## src/rtl/mic_adc_capture.sv

```systemverilog
// mic_adc_capture
//   Responder side of the processor mic_start/mic_done/mic_data handshake.
//   A rising edge on mic_start runs one 16-clock SPI-style read of a 12-bit
//   serial ADC (4 leading zeros, then 12 data bits MSB-first), waits a quiet
//   gap with chip select high, then presents the sample and raises mic_done.
//
// Parameters
//   CLK_DIV    clk cycles per SCLK half-period (>=1)
//   QUIET_CYC  clk cycles with adc_cs_n high after a frame before mic_done (>=1)
//
// Ports
//   clk        system clock, posedge
//   reset      synchronous, active-high
//   mic_start  conversion request, acted on at its 0->1 transition only
//   mic_done   sample valid, high from completion until the next accepted start
//   mic_data   last completed 12-bit sample
//   mic_busy   high while a frame or its quiet gap is in progress
//   adc_sdata  ADC serial data, changes after SCLK falling edge
//   adc_sclk   ADC serial clock, idles high
//   adc_cs_n   ADC chip select, active-low, idles high
module mic_adc_capture #(
    parameter int CLK_DIV   = 4,
    parameter int QUIET_CYC = 8
) (
    input  logic        clk,
    input  logic        reset,
    input  logic        mic_start,
    output logic        mic_done,
    output logic [11:0] mic_data,
    output logic        mic_busy,
    input  logic        adc_sdata,
    output logic        adc_sclk,
    output logic        adc_cs_n
);

    localparam int DIV_W = (CLK_DIV > 1) ? $clog2(CLK_DIV) : 1;
    localparam int Q_W   = (QUIET_CYC > 1) ? $clog2(QUIET_CYC) : 1;
    localparam logic [DIV_W-1:0] DIV_LAST = DIV_W'(CLK_DIV - 1);
    localparam logic [Q_W-1:0]   Q_LAST   = Q_W'(QUIET_CYC - 1);

    typedef enum logic [1:0] {
        IDLE,
        CONV,
        QUIET
    } state_t;

    state_t state;
    state_t next_state;

    logic [DIV_W-1:0] div_cnt;
    logic [4:0]       bit_cnt;
    logic [Q_W-1:0]   quiet_cnt;
    // Only the 12 data bits are retained; the four leading zero bits shift
    // out of the top and are discarded without being checked.
    logic [11:0]      shift;
    logic             start_q;

    logic start_edge;
    logic div_wrap;
    logic sample;
    logic last_sample;
    logic quiet_last;

    always_comb begin
        start_edge  = mic_start & ~start_q;
        div_wrap    = (div_cnt == DIV_LAST);
        // A wrap while SCLK is low is the rising edge: the ADC data is stable.
        sample      = div_wrap & ~adc_sclk;
        last_sample = sample & (bit_cnt == 5'd15);
        quiet_last  = (quiet_cnt == Q_LAST);
    end

    always_comb begin
        next_state = state;
        case (state)
            IDLE:    if (start_edge)  next_state = CONV;
            CONV:    if (last_sample) next_state = QUIET;
            QUIET:   if (quiet_last)  next_state = IDLE;
            default: next_state = IDLE;
        endcase
    end

    always_ff @(posedge clk) begin
        if (reset) state <= IDLE;
        else       state <= next_state;
    end

    always_ff @(posedge clk) begin
        if (reset) begin
            start_q   <= 1'b1;
            mic_done  <= 1'b0;
            mic_data  <= '0;
            mic_busy  <= 1'b0;
            adc_sclk  <= 1'b1;
            adc_cs_n  <= 1'b1;
            div_cnt   <= '0;
            bit_cnt   <= '0;
            quiet_cnt <= '0;
            shift     <= '0;
        end else begin
            start_q <= mic_start;
            case (state)
                IDLE: begin
                    if (start_edge) begin
                        adc_cs_n <= 1'b0;
                        mic_done <= 1'b0;
                        mic_busy <= 1'b1;
                        adc_sclk <= 1'b1;
                        div_cnt  <= '0;
                        bit_cnt  <= '0;
                        shift    <= '0;
                    end
                end
                CONV: begin
                    if (div_wrap) begin
                        div_cnt  <= '0;
                        adc_sclk <= ~adc_sclk;
                        if (sample) begin
                            shift   <= {shift[10:0], adc_sdata};
                            bit_cnt <= bit_cnt + 5'd1;
                            if (last_sample) begin
                                adc_cs_n  <= 1'b1;
                                quiet_cnt <= '0;
                            end
                        end
                    end else begin
                        div_cnt <= div_cnt + 1'b1;
                    end
                end
                QUIET: begin
                    if (quiet_last) begin
                        mic_data <= shift;
                        mic_done <= 1'b1;
                        mic_busy <= 1'b0;
                    end else begin
                        quiet_cnt <= quiet_cnt + 1'b1;
                    end
                end
                default: ;
            endcase
        end
    end

endmodule

```

## config.mk

```make
export PLATFORM = sky130hd
export DESIGN_NAME = mic_adc_capture
export DESIGN_NICKNAME = d
export VERILOG_FILES = /design/src/rtl/mic_adc_capture.sv
export SDC_FILE = /design/constraint.sdc
export NUM_CORES = 1
export LEC_CHECK = 0
export ABC_AREA = 1
export CAP_MARGIN = 15
export CORE_UTILIZATION = 30
export CTS_CLUSTER_SIZE = 30
export DETAILED_ROUTE_END_ITERATION = 8
export PLACE_DENSITY = 0.56
export SYNTH_ARGS = -nofsm -noshare
export SYNTH_HDL_FRONTEND = slang
export SYNTH_SLANG_ARGS = --single-unit
export TNS_END_PERCENT = 30
```

## constraint.sdc

```tcl
create_clock -name clk -period 1.98 [get_ports clk]
set_input_delay 0.594 -clock clk [delete_from_list [all_inputs] [get_ports clk]]
set_output_delay 0.594 -clock clk [all_outputs]
set_load 0.05 [all_outputs]
```

Yosys cells after proc, flatten, opt, wreduce, memory -nomap -nowiden
Index checks and enable logic that the tools add are counted.
- $add $sub $neg: 3
- equality and inequality tests: 11
- mux-type cells: 32
- bitwise logic cells: 5
- reductions and logical operators: 12
- operators with widths (operator ; count):
    $mux 12 ; 3
    $pmux 12 s2 ; 1
    $mux 5 ; 3
    $mux 3 ; 4
    $ne 2x2->1 const B ; 6
    $mux 2 ; 5
    $pmux 5 s2 ; 1
    $reduce_and 5->1 ; 2
    $reduce_and 3->1 ; 3
    $mux 1 ; 8
    $pmux 1 s2 ; 4
    $pmux 2 s3 ; 1
    $pmux 3 s2 ; 1
    $reduce_bool 2->1 ; 3
    $add 5x1->5 const B ; 1
    $eq 5x4->1 const B ; 1
    $eq 2x2->1 const B ; 2
    $pmux 2 s2 ; 1
    $reduce_and 2->1 ; 2
    $reduce_and 4->1 ; 1
    $add 3x1->3 const B ; 1
    $and 1x1->1 ; 3
    $eq 3x3->1 const B ; 1
    $add 2x1->2 const B ; 1
    3 further kinds ; 4
- register bits: 41
- input port bits: 4
- word-level logic and storage cells: 74

Depth between registers and ports, before layout
- depth in word-level cells: 7
- gate-level depth with buffers: 10
- gate-level depth less buffers: 10

Worst setup path before layout
No wires, ideal clock.
- path kind: register -> register
- start point: reg adc_sclk
- end point: reg quiet_cnt[0]
- library setup time: 0.113 ns
- arrival time: 1.354 ns
- data required time: 1.867 ns
- slack: 0.513 ns
- cell stages (with the launch flop): 8
- buffers on the path: 0
- period minus slack after synthesis: 1.467 ns
- path through: dfxtp_1 -> inv_1 -> nand3_1 -> nor2_1 -> nor2_2 -> inv_2 -> nor2_1 -> nor2_1
- cells in the longest elaborated chain, start to end: 5
- elaborated cells on any way between the ends: 6
- classes of those cells: eq/ne (2); bitwise (3); reduce/logical (1)
- ends and longest elaborated chain (element ; line ; RTL):
    from (decl) ; 32 ; output logic adc_sclk,
    from (signal assigned) ; 117 ; adc_sclk <= ~adc_sclk;
    $not 1->1 * ; 68 ; sample = div_wrap & ~adc_sclk;
    $and 1x1->1 * ; 68 ;
    $and 1x1->1 ; 69 ; last_sample = sample & (bit_cnt == 5'd15);
    $ne 2x2->1 (no source line) ; -- ;
    $reduce_and 5->1 (no source line) * ; -- ;
    to (signal assigned) ; 136 ; quiet_cnt <= quiet_cnt + 1'b1;
    to (decl) ; 52 ; logic [Q_W-1:0] quiet_cnt;
Every way passes the cells marked *; elsewhere a longest branch is shown, timed or not.
A chain may end at the register's enable or synchronous reset.

Worst setup path in the final report
- start point: reg bit_cnt[0]
- end point: reg quiet_cnt[2]
- cells in the longest elaborated chain, start to end: 4
- ends and longest elaborated chain (element ; line ; RTL):
    from (decl) ; 51 ; logic [4:0] bit_cnt;
    from (signal assigned) ; 120 ; bit_cnt <= bit_cnt + 5'd1;
    $eq 5x4->1 ; 69 ;
    $and 1x1->1 ; 69 ;
    $ne 2x2->1 (no source line) ; -- ;
    $reduce_and 5->1 (no source line) ; -- ;
No other way between the ends.

==> results.sh <==
export IMPL_outcome="finished, final reports clean"
export IMPL_initial_core_util_pct=31.6
export IMPL_startpoint_type="flip-flop"
export IMPL_path_max_fanout=5
export IMPL_rsz0062_at_grt="no"
export IMPL_cp_top_family="simple AND/OR/NAND/NOR gates"
export IMPL_tns_ns=0
export IMPL_post_cts_buffers=0
export IMPL_ys_types=22
export IMPL_cts_made_buffers=5
export IMPL_stdcell_area_sq_um=2020
export IMPL_fin_crit_sh_pct=81.5
export IMPL_num_antenna_cells=0
export IMPL_cts_resized=0
export IMPL_die_area_sq_um=5780
export IMPL_numPortBuffers=19
export IMPL_htreeDepth=2
export IMPL_drt_total_wl_microns=3270
export IMPL_min_path_type="reg2reg"
export IMPL_die_x_microns=76.1
export IMPL_grtUsageTotal_pct=12.3
export IMPL_rr_startpoint="bit_cnt[0]"
export IMPL_nFillCells=563
export IMPL_p_total_w=0.00164
export IMPL_critical_path_max_stage_delay_ns=0.40
export IMPL_drive_above_1_share_pct=17.2
export IMPL_clkLatencyLatePin_ns=0.29
export IMPL_synth_flop_cell="dfxtp_1"
export IMPL_ir_drop_mv=0.437
export IMPL_worstMarginPinSlew_ns=0.462
export IMPL_crit_buf_inv=0
export IMPL_synth_edf_count=0
export IMPL_wl_per_cell_microns=10.6
export IMPL_clkPwrFrac_pct=42.5
export IMPL_path_cells="ha_1 > nand2_1 > nor2_1 > ha_1 > nand3_1 > nor2_1 > nor2_2 > o21ai_1 > nor2_1"
export IMPL_cp_arrival_ns=1.80
export IMPL_critPathKind="reg2reg"
export IMPL_antenna_found_initial=0
export IMPL_slew_headroom_pct=69.1
export IMPL_ctsHoldBuffers=0
export IMPL_setup_violations=0
export IMPL_p_per_area_nw_per_um2=811
export IMPL_rows=26
export IMPL_cpMostUsedCell="nor2_1"
export IMPL_synth_area_sq_um=1650
export IMPL_fmax_ghz=0.620
export IMPL_fin_skew_ns=0.00963
export IMPL_finalWeightedCongestion=0.731
export IMPL_pwr_share_comb_pct=6.3
export IMPL_grt_max_degree=22
export IMPL_fin_crit_ns=1.61
export IMPL_synthArstFlopShare_pct=0
export IMPL_ant_nets=0
export IMPL_vias=1365
export IMPL_syn_nets=221
export IMPL_ys_top_cells_by_area="dfxtp_1 (50%), nand2_1 (10%), nand3_1 (6.4%), a21oi_1 (6.1%), nor2_1 (5.0%)"
export IMPL_drv_cap=0
export IMPL_worst_setup_path_end_kind="flip-flop"
export IMPL_drtPass1Iterations=4
export IMPL_core_sq_um=5200
export IMPL_postPlaceCellArea_sq_um=1900
export IMPL_netlist_top_cells_count="nand2_1 (46), dfxtp_1 (41), nor2_1 (22)"
export IMPL_dp_hpwl_microns=2340
export IMPL_areaGrowthSynthToFinish_pct=23.0
export IMPL_p_int_w=0.00128
export IMPL_critPathSlowestCell="dfxtp_1"
export IMPL_grt_pass1_wl_microns=5660
export IMPL_worstPathRequired_ns=2.17
export IMPL_yosys_area_top_type="dfxtp_1"
export IMPL_drv_slew=0
export IMPL_nets=246
export IMPL_route_detailed_drc=0
export IMPL_clock_sinks=41
export IMPL_p_seq_share_pct=51.2
export IMPL_synth_seq_area_share_pct=49.9
export IMPL_switchingPower_w=0.000363
export IMPL_yosysWarnings=0
export IMPL_worstHoldStart="mic_done"
export IMPL_p_sw_share_pct=22.1
export IMPL_leakagePower_nw=0.829
export IMPL_pin_count=20
export IMPL_grt_pass1_vias=1234
export IMPL_synth_seq_cells=41
export IMPL_cts_tree="done"
export IMPL_viasPerCell=4.43
export IMPL_synth_area_per_cell_sq_um=7.76
export IMPL_clockBufferDepth=2
export IMPL_drtIter0Drc=91
export IMPL_syn_inst=212
export IMPL_yosysMostFrequentCell="nand2_1"
export IMPL_clk_pin_slew_ns=0.08
export IMPL_die_y_microns=76.1
export IMPL_final_hold_viol_count=0
export IMPL_gr_total_overflow=0
export IMPL_crit_start="bit_cnt[0]"
export IMPL_synth_top_area_share_pct=49.9
export IMPL_cts_root_buffer_cell="clkbuf_8"
-- cells by family after synthesis --
group / Yosys count / share of synthesized area [%]
simple gates: 99 / 27.5
fa+ha+maj: 5 / 3.80
flops: 41 / 49.9
compound gates: 35 / 11.3
buf+inv: 32 / 7.45
-- power groups by stage --
| stage | combinational (W) | clock, W | sequential (W) |
|---|---|---|---|
| floorplan | 0.0000504 | 0 | 0.000875 |
| global placement | 0.000105 | 0 | 0.000860 |
| detailed placement | 0.000104 | 0 | 0.000860 |
| CTS | 0.000104 | 0.000713 | 0.000841 |
| global route | 0.000114 | 0.000757 | 0.000842 |
| finish | 0.000103 | 0.000698 | 0.000841 |
-- cells in the final DEF, fill, tap and decap left out, types with 3 or more instances in the layout --
cell and n:
a21oi_1 20, buf_4 19, clkbuf_8 6, clkdlybuf4s50_1 3, dfxtp_1 41, ha_1 5, inv_1 21, inv_2 5
nand2_1 46, nand3_1 21, nor2_1 22, o21ai_1 4, o22ai_1 9
-- stage by stage --
step | setup WS, ns | cells | util [%] | hold WS [ns]
6_report | 0.367 | 308 | 38.9 | 0.452
5_1_grt | 0.162 | 308 | 38.9 | 0.474
4_1_cts | 0.373 | 308 | 38.9 | 0.457
3_5_place_dp | 0.122 | 300 | 36.6 | 0.442
3_3_place_gp | 0.136 | 300 | 36.6 | 0.437
2_1_floorplan | 0.513 | 212 | - | 0.429
-- area by class of cell --
cell class                 count  area [sq um]  share of cell area (%)
multi-input combinational    139           702                    34.7
inverter                      27           101                    5.01
clock inverter                 2          37.5                    1.85
sequential                    41           821                    40.5
clock buffer                   6          82.6                    4.08
timing repair buffer          23           193                    9.52
tap                           70          87.6                    4.33
-- metal layers --
layer  share of wire (%)  up-vias  GRT usage, %
met2                  43       21          18.9
met3                 3.5        2          4.55
li1                    -      737             -
met1                  52      605          16.0
met5                   0        -             0
met4                0.70        0          3.46
-- worst register-to-register path, cell delays in order (launching register included) --
cell	delay, ns
dfxtp_1	0.40
ha_1	0.20
nand2_1	0.07
nor2_1	0.11
ha_1	0.17
nand3_1	0.09
nor2_1	0.19
nor2_2	0.11
o21ai_1	0.13
nor2_1	0.05
-- registers in the layout, summed over array words and instances, names as in the netlist --
signal and cells:
state 2, quiet_cnt 3, mic_data 12, adc_sclk 1
start_q 1, div_cnt 2, shift 12, mic_busy 1
bit_cnt 5, mic_done 1, adc_cs_n 1
-- path summary, 6_finish.rpt --
kind                       end  cells past startpoint  slack [ns]
setup / recovery  quiet_cnt[2]                      9        0.37
hold / removal        mic_done                      2        0.45
setup reg to reg  quiet_cnt[2]                      9        0.37
hold reg to reg       mic_done                      2        0.45
(Power assumes the default switching activity.)
==> RTL edit 1 (same flow settings) <==
Change the parameter `QUIET_CYC` from 8 to 16.
--- a/src/rtl/mic_adc_capture.sv
+++ b/src/rtl/mic_adc_capture.sv
@@ -20,7 +20,7 @@
 //   adc_cs_n   ADC chip select, active-low, idles high
 module mic_adc_capture #(
     parameter int CLK_DIV   = 4,
-    parameter int QUIET_CYC = 8
+    parameter int QUIET_CYC = 16
 ) (
     input  logic        clk,
     input  logic        reset,
Function: same outputs for any inputs over 10 cycles, from zero or initial values and one cycle with reset high; that may be too few to reach the edited logic, so the function may still have changed.
==> RTL edit 1 against the original RTL <==
  * Non-clock buffer count rose by 3
  * Sequential share of layout area fell by 0.62 points
  * Clock power fell by 4.4%
  * Total power rose by 1.5%
  * Cell area rose by 4.0%
  * Critical endpoint is now shift[1]$_SDFFE_PP0P_
  * Final cell count rose by 6.5%
  * Area after synthesis rose by 7.5%
  * Routed wire length rose by 9.2%
  * Worst setup slack got worse by 0.023 ns
  * Largest power group unchanged
  * Sequential cell count rose by 1
==> RTL edit 1: results (changes against the original RTL) <==
Sequential element share of the synthesized area = 0.476 (was 0.499)
Synth Area in Adders = 0.0283 (was 0.0380)
Hold Crit Start = shift[11]$_SDFFE_PP0P_ (was mic_done$_SDFFE_PP0P_)
R2R setup slack = 0.43 ns (was 0.37 ns)
Clock share of power = 0.400 (was 0.425)
First-pass GRT wire length = 5970 um (was 5660 um)
Via/cell ratio = 4.51 (was 4.43)
Vias in the first global route = 1245 (was 1234)
Non-clk buf share = 0.0963 (was 0.0952)
Worst R2R End = quiet_cnt[0]$_SDFFE_PP0P_ (was quiet_cnt[2]$_SDFFE_PP0P_)
Gate power share = 0.076 (was 0.063)
Total track usage = 0.124 (was 0.123)
Gpl congestion = 0.710 (was 0.731)
Bufs w/o clock = 26 (was 23)
Worst clock skew = 0.00983 ns (was 0.00963 ns)
Worst EP arrival = 1.85 ns (was 1.80 ns)
Multi-input combinational area share = 0.362 (was 0.347)
Top cells by area, synth = dfxtp_1, nand3_1, nand2_1 (was dfxtp_1, nand2_1, nand3_1)
Clock-cell share = 0.0505 (was 0.0593)
Switching Fraction = 0.234 (was 0.221)
Worst vdd ir = 0.270 mV (was 0.437 mV)
Detailed Place HPWL = 2450 um (was 2340 um)
Crit-path leading delay family = buffers and inverters (was simple AND/OR/NAND/NOR gates)
Compound-Gate Fraction of Synth Area = 0.127 (was 0.113)
Multi-input gates = 153 (was 139)
Crit path max fanout = 7 (was 5)
Slowest library cell on the worst path = clkdlybuf4s50_1 (was dfxtp_1)
Dpl cells = 320 (was 300)
Static Leak = 0.861 nW (was 0.829 nW)
Hold endpoint = mic_data[11]$_SDFFE_PP0P_ (was mic_done$_SDFFE_PP0P_)
Filler Cell Count = 604 (was 563)
Nets = 263 (was 246)
Final setup viols = 0 (unchanged)
Outcome = finished clean (unchanged)
Worst Setup EP = shift[1]$_SDFFE_PP0P_ (was quiet_cnt[2]$_SDFFE_PP0P_)
Initial DRC Count = 94 (was 91)
Slowest stage delay, CP = 0.48 ns (was 0.40 ns)
Worst Setup SP = mic_start (was bit_cnt[0]$_SDFFE_PP0P_)
Mean Syn Cell Area = 7.65 sq um (was 7.76 sq um)
Synth top cells by count = dfxtp_1, nand2_1, nand3_1 (was nand2_1, dfxtp_1, nor2_1)
## RTL edit 1: metal layers
layer,vias up,GRT usage,routed length (um),share of wire
li1,803,-,-,-
met1,643,0.171,1920,0.54
met2,26,0.175,1430,0.40
met3,6,0.0368,151,0.042
met4,0,0.0611,72,0.020
met5,-,0,0,0
## RTL edit 1: metrics by stage
step / area, sq um / hold WS [ns] / util / setup WS (ns) / total power, mW
finish: 2110 / 0.454 / 0.376 / 0.345 / 1.67
CTS: 2110 / 0.454 / 0.376 / 0.333 / 1.69
detailed placement: 2000 / 0.443 / 0.357 / 0.0245 / 1.02
global route: 2110 / 0.471 / 0.376 / 0.201 / 1.74
global placement: 2000 / 0.435 / 0.357 / 0.0360 / 1.02
floorplan: 1770 / 0.424 / - / 0.572 / 0.984
## RTL edit 1: tightest hold or removal path, cell delays in order, from the launching register on
cell	delay, ns
dfxtp_1	0.32
inv_1	0.05
a21oi_1	0.05
==> RTL edit 2 (config.mk and constraints unchanged) <==
Without the edit above. Make the reset (`reset`) asynchronous in 2 clocked blocks.
--- a/src/rtl/mic_adc_capture.sv
+++ b/src/rtl/mic_adc_capture.sv
@@ -80,12 +80,12 @@
         endcase
     end
 
-    always_ff @(posedge clk) begin
+    always_ff @(posedge clk or posedge reset) begin
         if (reset) state <= IDLE;
         else       state <= next_state;
     end
 
-    always_ff @(posedge clk) begin
+    always_ff @(posedge clk or posedge reset) begin
         if (reset) begin
             start_q   <= 1'b1;
             mic_done  <= 1'b0;
Behaviour: differs if reset is asserted again (counterexample within 4 cycles, from zero or initial values and one cycle with reset high); with reset held inactive, the same outputs for 10 cycles.
==> RTL edit 2 against the original RTL <==
  * Routed wire length fell by 5.8%
  * Sequential cell count did not move
  * Largest cell class unchanged
  * Hold slack improved by 0.022 ns
  * Area after synthesis rose by 7.5%
  * Worst setup slack improved by 0.022 ns
  * Cell area rose by 4.5%
Power is not compared: it rests on default switching activity, and its combinational part moved more than twofold at a synthesized area within 25%.
==> RTL edit 2: results (changes against the original RTL) <==
Outcome = finished clean (unchanged)
Hold Crit Start = mic_busy$_DFFE_PP0P_ (was mic_done$_SDFFE_PP0P_)
Synth top cells by count = nand2_1, dfrtp_1, inv_1 (was nand2_1, dfxtp_1, nor2_1)
CTS Buf Count = 5 (unchanged)
Post-synth ARST share = 1.00 (was 0)
Share of post-route cells with drive strength above 1 = 0.168 (was 0.172)
Pre-CTS WS = 0.119 ns (was 0.122 ns)
Nets = 222 (was 246)
Multi-input gate area = 578 sq um (was 702 sq um)
Worst Hold Depth = 2 (unchanged)
Worst slew pin tran = 0.367 ns (was 0.462 ns)
Hold endpoint = mic_busy$_DFFE_PP0P_ (was mic_done$_SDFFE_PP0P_)
Largest net degree at the start of global routing = 42 (was 22)
Reg2reg path depth = 7 (was 9)
Slowest stage delay, CP = 0.58 ns (was 0.40 ns)
Initial DRC Count = 81 (was 91)
Slowest library cell on the worst path = dfstp_2 (was dfxtp_1)
Detailed-route via count = 1260 (was 1365)
Sw power = 300 uW
Count of cell types in the netlist = 16 (was 22)
Root buffer cell = clkbuf_8 (unchanged)
Regs by FF count = mic_data (12), shift (12), bit_cnt (5) (unchanged)
Worst R2R End = mic_data[3]$_DFFE_PP0P_ (was quiet_cnt[2]$_SDFFE_PP0P_)
Top cells by area, synth = dfrtp_1, nand2_1, inv_1 (was dfxtp_1, nand2_1, nand3_1)
Hold Path Class = reg2reg (unchanged)
Detailed Place HPWL = 2110 um (was 2340 um)
Worst r2r src = quiet_cnt[0]$_DFFE_PP0P_ (was bit_cnt[0]$_SDFFE_PP0P_)
Syn_nets = 200 (was 221)
Vias in the first global route = 1225 (was 1234)
Crit path max fanout = 4 (was 5)
H-tree levels = 2 (unchanged)
Gpl congestion = 0.695 (was 0.731)
Worst EP arrival = 1.00 ns (was 1.80 ns)
Filler Cell Count = 580 (was 563)
Worst clock skew = 0.00703 ns (was 0.00963 ns)
Total track usage = 0.114 (was 0.123)
Crit-path leading delay family = flip-flops (was simple AND/OR/NAND/NOR gates)
WL final = 3080 um (was 3270 um)
R2R setup slack = 0.41 ns (was 0.37 ns)
Sequential element share of the synthesized area = 0.582 (was 0.499)
First-pass GRT wire length = 5550 um (was 5660 um)
## RTL edit 2: power groups by stage
stage,Clock (mW),Combinational (mW),Sequential (mW)
6_report,0.684,0.0362,0.849
5_1_grt,0.746,0.0436,0.850
4_1_cts,0.706,0.0384,0.849
3_5_place_dp,0,0.0384,0.865
3_3_place_gp,0,0.0380,0.865
2_1_floorplan,0,0.0199,0.864
## RTL edit 2: stage by stage
step	hold WS (ns)	instances	total power [mW]	area (sq um)
after CTS	0.483	286	1.59	2110
final	0.474	286	1.57	2110
after floorplan	0.453	191	0.884	1770
after detailed placement	0.463	278	0.903	2000
after global placement	0.459	278	0.903	2000
after global routing	0.498	286	1.64	2110
## RTL edit 2: per-layer routing
layer  global-route usage  vias up  part of all wire
met3               0.0218        0             0.021
met4               0.0444        0                 0
met2                0.187       13              0.48
met1                0.147      602              0.50
li1                     -      645                 -
met5                    0        -                 0
## RTL edit 2: worst max-delay path by stage
stage,depth (start not counted),end,start,slack [ns]
6_report,1,adc_sclk,adc_sclk$_DFFE_PP1P_,0.39
5_1_grt,7,mic_data[2]$_DFFE_PP0P_,quiet_cnt[0]$_DFFE_PP0P_,0.18
4_1_cts,1,adc_sclk,adc_sclk$_DFFE_PP1P_,0.38
3_5_place_dp,6,shift[9]$_DFFE_PP0P_,mic_start,0.12
3_3_place_gp,6,shift[11]$_DFFE_PP0P_,mic_start,0.17
2_1_floorplan,1,bit_cnt[0]$_DFFE_PP0P_,reset,0.44
## RTL edit 2: tightest hold or removal path, stage by stage (launching register included)
cell and delay [ns]:
dfrtp_1 0.35, nand2_1 0.05, nand2_1 0.04
## RTL edit 2: cells by family after synthesis
family / count (synthesis) / share of synthesized area
AOI/OAI and AO/OA: 30 / 0.0849
adders and majority gates: 5 / 0.0354
buffers and inverters: 33 / 0.0912
DFF: 41 / 0.582
and+or+nand+nor: 82 / 0.207
## RTL edit 2: layout make-up
type | count | area share
Clock buffer | 7 | 0.0408
Clock inverter | 1 | 0.0142
Inverter | 28 | 0.0497
Multi-Input combinational cell | 117 | 0.273
Sequential cell | 41 | 0.487
Tap cell | 72 | 0.0426
Timing Repair Buffer | 20 | 0.0923
